**src/rtl/drive_controller.sv**
```systemverilog
// Motion controller for the car: decodes UART command bytes into per-wheel direction/PWM,
// with speed levels, duty ramping, a reversal dead-time, a command watchdog and turn/hazard lights.
module drive_controller #(
    parameter int PWM_BITS       = 8,
    parameter int SPEED_LEVELS   = 4,
    parameter int RAMP_STEP      = 16,
    parameter int RAMP_DIV       = 65536,
    parameter int DEAD_CYCLES    = 1000000,
    parameter int TIMEOUT_CYCLES = 100000000,
    parameter int BLINK_DIV      = 25000000
) (
    input  logic       clk,
    input  logic       rst,
    input  logic [7:0] cmd_data,
    input  logic       cmd_valid,
    input  logic       stop_front,
    input  logic       stop_back,
    output logic [1:0] left_dir,
    output logic [1:0] right_dir,
    output logic       left_pwm,
    output logic       right_pwm,
    output logic       left_light,
    output logic       right_light,
    output logic [3:0] speed_level,
    output logic       timeout
);
    typedef enum logic [1:0] {IDLE, RUN, DEAD} state_t;
    typedef enum logic [1:0] {FWD, REV, TR, TL} dir_t;

    typedef struct packed {
        logic       stop;
        logic       motion;
        dir_t       mdir;
        logic       inc;
        logic       dec;
        logic       set;
        logic [3:0] lvl;
    } cmd_t;

    localparam int RAMP_W  = (RAMP_DIV > 1) ? $clog2(RAMP_DIV) : 1;
    localparam int DEAD_W  = (DEAD_CYCLES > 1) ? $clog2(DEAD_CYCLES) : 1;
    localparam int WD_W    = (TIMEOUT_CYCLES > 1) ? $clog2(TIMEOUT_CYCLES) : 1;
    localparam int BLINK_W = (BLINK_DIV > 1) ? $clog2(BLINK_DIV) : 1;
    // A step larger than the full duty range behaves like a jump straight to target.
    localparam int STEP_C  = (RAMP_STEP < (1 << PWM_BITS)) ? RAMP_STEP : (1 << PWM_BITS) - 1;
    localparam logic [PWM_BITS-1:0] STEP    = PWM_BITS'(STEP_C);
    localparam logic [4:0]          NUM_LVL = 5'(SPEED_LEVELS);
    localparam logic [3:0]          MAX_LVL = 4'(SPEED_LEVELS - 1);

    state_t              state;
    dir_t                dir, pending, pend_nxt;
    cmd_t                cmd;
    logic [1:0]          cmd_m1, l_dir_nxt, r_dir_nxt;
    logic [PWM_BITS-1:0] duty, pwm_cnt, tgt, duty_ramp;
    logic [RAMP_W-1:0]   ramp_cnt;
    logic [DEAD_W-1:0]   dead_cnt;
    logic [WD_W-1:0]     wd_cnt;
    logic [BLINK_W-1:0]  blink_cnt;
    logic                blink, obs_front, obs_back, hazard;
    logic                ramp_tick, blink_tick, wd_expire;
    logic                blk_dir, blk_cmd, blk_pend, cmd_take;

    function automatic logic [PWM_BITS-1:0] level_duty(input logic [3:0] k);
        return PWM_BITS'(((int'(k) + 1) * (1 << PWM_BITS)) / SPEED_LEVELS - 1);
    endfunction

    assign cmd_m1 = cmd_data[1:0] - 2'd1;

    always_comb begin
        cmd = '0;
        if (cmd_valid) begin
            case (cmd_data)
                8'h00: cmd.stop = 1'b1;
                8'h01, 8'h02, 8'h03, 8'h04: begin
                    cmd.motion = 1'b1;
                    cmd.mdir   = dir_t'(cmd_m1);
                end
                8'h05: cmd.inc = 1'b1;
                8'h06: cmd.dec = 1'b1;
                default: begin
                    cmd.set = (cmd_data[7:4] == 4'h1) && ({1'b0, cmd_data[3:0]} < NUM_LVL);
                    cmd.lvl = cmd_data[3:0];
                end
            endcase
        end
    end

    assign blk_dir    = (dir == REV) ? stop_back : stop_front;
    assign blk_cmd    = (cmd.mdir == REV) ? stop_back : stop_front;
    assign cmd_take   = cmd.motion && !blk_cmd;
    assign pend_nxt   = cmd_take ? cmd.mdir : pending;
    assign blk_pend   = (pend_nxt == REV) ? stop_back : stop_front;
    assign ramp_tick  = ramp_cnt == RAMP_W'(RAMP_DIV - 1);
    assign blink_tick = blink_cnt == BLINK_W'(BLINK_DIV - 1);
    // A command in the expiry cycle wins, so expiry requires an idle strobe.
    assign wd_expire  = (TIMEOUT_CYCLES != 0) && !cmd_valid && (wd_cnt == WD_W'(TIMEOUT_CYCLES - 1));
    assign tgt        = level_duty(speed_level);
    assign hazard     = timeout || (state == IDLE && ((obs_front && stop_front) || (obs_back && stop_back)));

    always_comb begin
        duty_ramp = duty;
        if (tgt > duty)      duty_ramp = (tgt - duty > STEP) ? duty + STEP : tgt;
        else if (tgt < duty) duty_ramp = (duty - tgt > STEP) ? duty - STEP : tgt;
    end

    always_comb begin
        l_dir_nxt = 2'b00;
        r_dir_nxt = 2'b00;
        if (state == RUN) begin
            case (dir)
                FWD: begin l_dir_nxt = 2'b10; r_dir_nxt = 2'b10; end
                REV: begin l_dir_nxt = 2'b01; r_dir_nxt = 2'b01; end
                TR:  l_dir_nxt = 2'b10;
                TL:  r_dir_nxt = 2'b10;
                default: ;
            endcase
        end
    end

    always_ff @(posedge clk or negedge rst) begin
        if (!rst) begin
            state       <= IDLE;
            dir         <= FWD;
            pending     <= FWD;
            duty        <= '0;
            pwm_cnt     <= '0;
            ramp_cnt    <= '0;
            dead_cnt    <= '0;
            wd_cnt      <= '0;
            blink_cnt   <= '0;
            blink       <= 1'b0;
            obs_front   <= 1'b0;
            obs_back    <= 1'b0;
            left_dir    <= 2'b00;
            right_dir   <= 2'b00;
            left_pwm    <= 1'b0;
            right_pwm   <= 1'b0;
            left_light  <= 1'b0;
            right_light <= 1'b0;
            speed_level <= '0;
            timeout     <= 1'b0;
        end else begin
            pwm_cnt   <= pwm_cnt + 1'b1;
            ramp_cnt  <= ramp_tick ? '0 : ramp_cnt + 1'b1;
            blink_cnt <= blink_tick ? '0 : blink_cnt + 1'b1;
            if (blink_tick) blink <= !blink;

            left_dir    <= l_dir_nxt;
            right_dir   <= r_dir_nxt;
            left_pwm    <= (pwm_cnt < duty) && (l_dir_nxt != 2'b00);
            right_pwm   <= (pwm_cnt < duty) && (r_dir_nxt != 2'b00);
            left_light  <= blink && (hazard || (state == RUN && dir == TL));
            right_light <= blink && (hazard || (state == RUN && dir == TR));

            if (cmd.inc && speed_level != MAX_LVL) speed_level <= speed_level + 1'b1;
            if (cmd.dec && speed_level != 4'd0)    speed_level <= speed_level - 1'b1;
            if (cmd.set)                           speed_level <= cmd.lvl;

            // Counter saturates at the limit so expiry keeps holding IDLE until a command.
            if (cmd_valid) begin
                wd_cnt  <= '0;
                timeout <= 1'b0;
            end else if (wd_expire) begin
                timeout <= 1'b1;
            end else begin
                wd_cnt  <= wd_cnt + 1'b1;
            end

            case (state)
                IDLE: begin
                    obs_front <= obs_front && stop_front;
                    obs_back  <= obs_back && stop_back;
                    if (cmd_take) begin
                        state     <= RUN;
                        dir       <= cmd.mdir;
                        duty      <= '0;
                        obs_front <= 1'b0;
                        obs_back  <= 1'b0;
                    end
                end
                RUN: begin
                    if (blk_dir) begin
                        state     <= IDLE;
                        duty      <= '0;
                        obs_front <= (dir != REV);
                        obs_back  <= (dir == REV);
                    end else if (cmd.stop) begin
                        state <= IDLE;
                        duty  <= '0;
                    end else if (cmd_take && cmd.mdir != dir) begin
                        state    <= DEAD;
                        pending  <= cmd.mdir;
                        dead_cnt <= '0;
                        duty     <= '0;
                    end else if (ramp_tick) begin
                        duty <= duty_ramp;
                    end
                end
                DEAD: begin
                    pending <= pend_nxt;
                    if (blk_pend) begin
                        state     <= IDLE;
                        obs_front <= (pend_nxt != REV);
                        obs_back  <= (pend_nxt == REV);
                    end else if (cmd.stop) begin
                        state <= IDLE;
                    end else if (cmd_take) begin
                        dead_cnt <= '0;
                    end else if (dead_cnt == DEAD_W'(DEAD_CYCLES - 1)) begin
                        state <= RUN;
                        dir   <= pending;
                    end else begin
                        dead_cnt <= dead_cnt + 1'b1;
                    end
                end
                default: state <= IDLE;
            endcase

            if (wd_expire) begin
                state <= IDLE;
                duty  <= '0;
            end
        end
    end
endmodule
```
**config.mk**
```make
export PLATFORM = sky130hd
export DESIGN_NAME = drive_controller
export DESIGN_NICKNAME = d
export VERILOG_FILES = /design/src/rtl/drive_controller.sv
export SDC_FILE = /design/constraint.sdc
export NUM_CORES = 1
export LEC_CHECK = 0
export ABC_AREA = 1
export BUFFER_PORTS_ARGS = -buffer_cell sky130_fd_sc_hd__buf_2
export CAP_MARGIN = 20
export CORE_ASPECT_RATIO = 1.2
export CORE_MARGIN = 2
export CORE_UTILIZATION = 51
export DETAILED_ROUTE_END_ITERATION = 6
export PLACE_DENSITY = 0.68
export REMOVE_ABC_BUFFERS = 1
export SLEW_MARGIN = 20
export SYNTH_ARGS = -nofsm -noshare
export SYNTH_HDL_FRONTEND = slang
export SYNTH_SLANG_ARGS = --single-unit
```
**constraint.sdc**
```tcl
create_clock -name clk -period 4.5 [get_ports clk]
set_clock_uncertainty 0.05 [all_clocks]
set_input_delay 0.9 -clock clk [delete_from_list [all_inputs] [get_ports clk]]
set_output_delay 0.9 -clock clk [all_outputs]
set_load 0.02 [all_outputs]
```
==> results of run 1 <==
layout by cell type, fill, tap and decap left out, types with 17 or more instances in the layout:
master and n:
a21oi_1 36, buf_2 24, clkbuf_16 17, dfrtp_1 122
ha_1 38, inv_1 149, nand2_1 198, nand3_1 44
nand4_1 38, nor2_1 87, nor3_1 43, o21ai_0 39
xor2_1 24
Yosys cell counts (all sizes together):
cell     number
clkbuf       10
xnor2        14
o21ai        52
inv         156
or3           1
nand4        39
a211oi        9
a31o          1
o211a         2
ha           38
o211ai        6
buf           8
or2           3
nand2       216
a21o          2
fa            1
a21boi        1
o22ai         1
o21a          3
nor3         50
o221ai        1
nand3        49
dfrtp       122
xor2         25
a21oi        38
nor4         14
a221oi        1
and3          3
o21bai        1
nor3b         7
a31oi        10
o2111ai       1
nor2        100
routing by layer:
metal,share of wire,global-route usage,wire length [um],up-vias
met1,0.46,0.2731,7231,2963
met3,0.032,0.04545,509,31
li1,-,-,-,3293
met2,0.49,0.3540,7707,95
met5,0,0,0,-
met4,0.025,0.09586,389,0
worst max-delay path: stages:
cell       delay (ns)
buf_2            0.15
inv_1            0.13
ha_1             0.17
inv_1            0.04
nand2_1          0.05
nand2_1          0.05
nand2_1          0.07
nand2_2          0.06
nand2_2          0.11
o2111ai_4        0.15
nand2_4          0.26
inv_2            0.07
nand2_1          0.09
o21ai_1          0.09
nor2_4           0.13
buf_4            0.25
nand3_4          0.26
nand2_1          0.15
nand2_1          0.07
cells by family (layout without fill, tap and decap cells):
kind of cell	count (synthesis)	count (layout)	synth area share
buffers and inverters	174	216	0.09002
adder cells (fa/ha/maj)	39	39	0.06435
flip-flops	122	122	0.3965
XOR/XNOR	39	39	0.04534
AND/OR/NAND/NOR	482	482	0.3040
AO/OA/AOI/OAI	129	129	0.09977
metrics by stage:
stage	setup slack (ns)	area, um^2	total power (W)	hold slack [ns]
floorplan	1.573	7592	0.001909	0.3829
global placement	1.138	8010	0.002155	0.4027
detailed placement	1.079	8010	0.002161	0.4091
CTS	1.502	8663	0.003678	0.4172
global route	1.213	8663	0.003861	0.4313
finish	1.486	8663	0.003650	0.4105
state kept, by name, summed over array words and instances, names as in the netlist, 2 cells and up:
signal       count
blink_cnt       25
dead_cnt        20
dir              2
duty             5
pending          2
pwm_cnt          8
ramp_cnt        16
right_dir        2
speed_level      4
state            2
wd_cnt          27
layout make-up:
type	instances	share of cell area
Multi-Input combinational cell	689	0.4564
Sequential cell	122	0.3524
Inverter	156	0.06759
Clock buffer	20	0.05387
Tap cell	204	0.02946
Clock inverter	12	0.02152
Timing Repair Buffer	28	0.01878
worst min path at each step:
| stage | from | end | cells after the start |
|---|---|---|---|
| global route | ramp_cnt[0] | ramp_cnt[0] | 1 |
| global placement | ramp_cnt[0] | ramp_cnt[0] | 1 |
| finish | ramp_cnt[0] | ramp_cnt[0] | 1 |
| floorplan | blink_cnt[0] | blink_cnt[0] | 1 |
| detailed placement | ramp_cnt[0] | ramp_cnt[0] | 1 |
| CTS | ramp_cnt[0] | ramp_cnt[0] | 1 |
power breakdown:
| part | switching, W | internal, W |
|---|---|---|
| sequential | 0.0000605 | 0.00116 |
| combinational | 0.000617 | 0.000307 |
| clock | 0.000526 | 0.000977 |
| total | 0.00120 | 0.00245 |
==> impl_metrics.env, run 1 <==
export IMPL_yosysWarnings=0
export IMPL_grt_total_usage=0.2159
export IMPL_rr_worst_depth=17
export IMPL_cts_made_buffers=17
export IMPL_overflow=0
export IMPL_holdBufCountCts=0
export IMPL_crit_end="dead_cnt[18]"
export IMPL_dieArea_um2=16100
export IMPL_cts_resized=0
export IMPL_start_util=0.5168
export IMPL_synth_top_cell_area_share=0.3965
export IMPL_ys_ff_latch=122
export IMPL_clock_sinks=122
export IMPL_coreArea_um2=14900
export IMPL_drv_cap=0
export IMPL_die_y_um=138.6
export IMPL_die_w_um=116.2
export IMPL_cts_buffer_depth=2
export IMPL_drtIter0Drc=386
export IMPL_seq_area_um2=3053
export IMPL_avgRoutedWirePerCell_um=12.87
export IMPL_fin_setup_tns_ns=0
export IMPL_drtAntennaViolNets=0
export IMPL_yosysSeqAreaShare=0.3965
export IMPL_ys_types=54
export IMPL_clkTransAtPathRegs_ns=0.06
export IMPL_power_leakage_nw=4.148
export IMPL_drc=0
export IMPL_cts_tree="done"
export IMPL_antenna_cells=0
export IMPL_hold_viol=0
export IMPL_gp_congestion=0.8862
export IMPL_rrSetupSlack_ns=1.76
export IMPL_cts_root_buf="clkbuf_16"
export IMPL_required_ns=4.75
export IMPL_ioPinCount=26
export IMPL_syn_avg_cell_area_um2=7.817
export IMPL_fmaxAchievable_mhz=331.8
export IMPL_setup_violations=0
export IMPL_p_per_area_nw_per_um2=421.3
export IMPL_layout_cells_non_filler=1231
export IMPL_clk_insertion_delay_late_ns=0.42
export IMPL_grt_pass1_vias=6307
export IMPL_grt_max_degree=68
export IMPL_areaGrowthSynthToFinish_pct=12.51
export IMPL_path_max_fanout=21
export IMPL_drive_above_1_share=0.1198
export IMPL_yosys_top_cells_area="dfrtp_1 (40%), nand2_1 (9.7%), inv_1 (7.3%), ha_1 (6.2%), nor2_1 (4.2%)"
export IMPL_cts_setup_buffers=0
export IMPL_maxSlewViolCount=0
export IMPL_cp_start_kind="input port"
export IMPL_period_share=0.6697
export IMPL_hp_class="flop to flop"
export IMPL_hpwl_um=11530
export IMPL_path_class="input port to flop"
export IMPL_io_buffers=25
export IMPL_cp_startpoint="cmd_data[0]"
export IMPL_vias_per_cell=5.184
export IMPL_antenna_found_initial=0
export IMPL_first_pass_iters=5
export IMPL_h_tree_depth=4
export IMPL_status="finished, final reports clean"
export IMPL_nFillCells=1368
export IMPL_num_rows=49
export IMPL_vias=6382
export IMPL_cp_data_arrival_time_ns=3.27
export IMPL_cp_end_kind="flop"
export IMPL_routed_wl_um=15840
export IMPL_tightest_slew_ns=1.057
export IMPL_grt_pass1_wl_um=28230
export IMPL_finalCriticalPeriod_ns=3.014
export IMPL_syn_inst=985
export IMPL_slew_headroom=0.2890
export IMPL_ir_drop_mv=0.2719
export IMPL_rsz0062_at_grt="no"
export IMPL_syn_area_um2=7700
export IMPL_multi_input_area_um2=3954
export IMPL_synth_largest_area_cell="dfrtp_1"
export IMPL_utilization=0.5815
export IMPL_worstReg2RegStart="speed_level[0]"
export IMPL_placedCellCount=1199
export IMPL_nets=1066
export IMPL_r2r_end="duty[2]"
(Power assumes the default switching activity.)
==> run 2: changes to the inputs <==
- clock period: 4.5 -> 3.03 ns (I/O delays scaled with it)
==> run 2 against run 1 <==
Register-to-register slack worse by 1.4 ns. Power rose by 41%. Sequential power up 49%. Flip-flop and latch count did not move. Setup slack got worse by 1.1 ns. Largest cell class unchanged.
==> impl_metrics.env, run 2 (same netlist as run 1, synthesis figures left out) <==
export IMPL_die_y_um=138.6
export IMPL_rsz0062_at_grt="no"
export IMPL_grt_pass1_vias=6271
export IMPL_cp_end_kind="flop"
export IMPL_cts_root_buf="clkbuf_16"
export IMPL_cts_tree="done"
export IMPL_fin_setup_tns_ns=0
export IMPL_first_pass_iters=5
export IMPL_ioPinCount=26
export IMPL_drv_cap=0
export IMPL_drtIter0Drc=465
export IMPL_slew_headroom=0.6053
export IMPL_die_w_um=116.2
export IMPL_cp_top_family="adder cells"
export IMPL_largest_reg_flops=27
export IMPL_holdBufCountCts=0
export IMPL_dieArea_um2=16100
export IMPL_slowest_delay_ns=0.45
export IMPL_vias=6414
export IMPL_clkTransAtPathRegs_ns=0.06
export IMPL_top_register="wd_cnt"
export IMPL_largestRegisters="wd_cnt x27, blink_cnt x25, dead_cnt x20"
export IMPL_start_util=0.5168
export IMPL_areaGrowthSynthToFinish_pct=12.38
export IMPL_clock_sinks=122
export IMPL_cp_start_kind="flop"
export IMPL_cts_setup_buffers=0
export IMPL_path_max_fanout=7
export IMPL_cp_startpoint="speed_level[0]"
export IMPL_path_class="flop to flop"
export IMPL_placed_cell_area_um2=8085
export IMPL_final_cell_mix="nand2_1 (198), inv_1 (149), dfrtp_1 (121)"
export IMPL_placedCellCount=1209
export IMPL_finalCriticalPeriod_ns=2.675
export IMPL_hpwl_um=11940
export IMPL_required_ns=3.31
export IMPL_nFillCells=1377
export IMPL_cp_data_arrival_time_ns=2.96
export IMPL_design_area_um2=8653
export IMPL_maxSlewViolCount=0
export IMPL_fmaxAchievable_mhz=373.8
export IMPL_num_rows=49
export IMPL_power_leakage_nw=4.156
export IMPL_critPathBufInv=5
export IMPL_hold_viol=0
export IMPL_drive_above_1_share=0.1274
export IMPL_grt_max_degree=45
export IMPL_period_share=0.8830
export IMPL_cts_buffer_depth=2
export IMPL_p_per_area_nw_per_um2=593.6
export IMPL_coreArea_um2=14900
export IMPL_drtAntennaViolNets=0
export IMPL_avgRoutedWirePerCell_um=12.90
export IMPL_hp_class="input port to asynchronous set/reset pin"
export IMPL_grt_total_usage=0.2143
export IMPL_tightest_slew_ns=0.5921
export IMPL_h_tree_depth=4
export IMPL_cts_made_buffers=17
export IMPL_utilization=0.5808
export IMPL_routed_wl_um=16020
export IMPL_drc=0
export IMPL_io_buffers=25
export IMPL_cp_slowest_cell="dfrtp_2"
export IMPL_antenna_found_initial=1
export IMPL_worstPathCellList="inv_1 > ha_1 > xnor2_1 > inv_1 > ha_1 > nand2_1 > inv_1 > a21oi_1 > o21ai_0 > nand2_1 > inv_1 > nand2_1 > nand2_1 > inv_1 > nand2_1 > o221ai_1 > nand3_1 > o21ai_1"
export IMPL_overflow=0
export IMPL_layout_commonest_cell="nand2_1"
export IMPL_grt_pass1_wl_um=28150
export IMPL_cts_resized=0
export IMPL_power_total_w=0.005137
export IMPL_layout_cells_non_filler=1241
export IMPL_clk_insertion_delay_late_ns=0.42
export IMPL_setup_violations=0
export IMPL_nets=1076
export IMPL_status="finished, final reports clean"
export IMPL_vias_per_cell=5.168
export IMPL_ir_drop_mv=0.3744
export IMPL_worstReg2RegStart="speed_level[0]"
export IMPL_gp_congestion=0.8782
-- run 2: metal layers --
layer  wire [um]  share of wire  track usage  up-vias
met3         481          0.030      0.04983       27
li1            -              -            -     3301
met2        7688           0.48       0.3506      106
met4         363          0.023      0.07581        0
met5           0              0            0        -
met1        7482           0.47       0.2776     2980
-- run 2: path summary, 6_finish.rpt --
check,end,depth (start not counted),slack [ns]
max reg2reg,duty[7],18,0.35
min,wd_cnt[8],1,0.13
max in group asynchronous,dead_cnt[5],2,2.09
min in group clk,ramp_cnt[0],1,0.42
min reg2reg,ramp_cnt[0],1,0.42
max,duty[7],18,0.35
-- run 2: area by class of cell --
class,instances,area [um^2],share of cell area
clock buffers,21,470.5,0.05437
diodes,1,2.502,0.0002892
flip-flops and latches,122,3054,0.3529
multi-input cells,689,3954,0.4569
clock inverters,10,93.84,0.01084
well taps,204,255.2,0.02950
repair buffers,38,237.7,0.02747
inverters,156,585.6,0.06767
-- run 2: worst reg2reg max path: cells and delay by family, from the launching register on --
kind,cells,cell delay (ns)
adders and majority gates,2,0.59
DFF,1,0.45
xor gates and xnor gates,1,0.14
AOI/OAI and AO/OA,4,0.34
and+or+nand+nor,6,0.56
buffers and inverters,5,0.48
-- run 2: report_power, final --
group          internal (W)  switching (W)  total (W)
registers           0.00173      0.0000902    0.00182
clock network       0.00119       0.000730    0.00192
logic              0.000477       0.000927    0.00140
-- run 2: stage by stage --
step	setup WS (ns)	hold slack, ns
4_1_cts	0.2739	0.1384
5_1_grt	0.02021	0.1687
2_1_floorplan	0.3965	0.2604
6_report	0.3546	0.1292
3_3_place_gp	0.2361	0.4058
3_5_place_dp	0.1508	0.4008
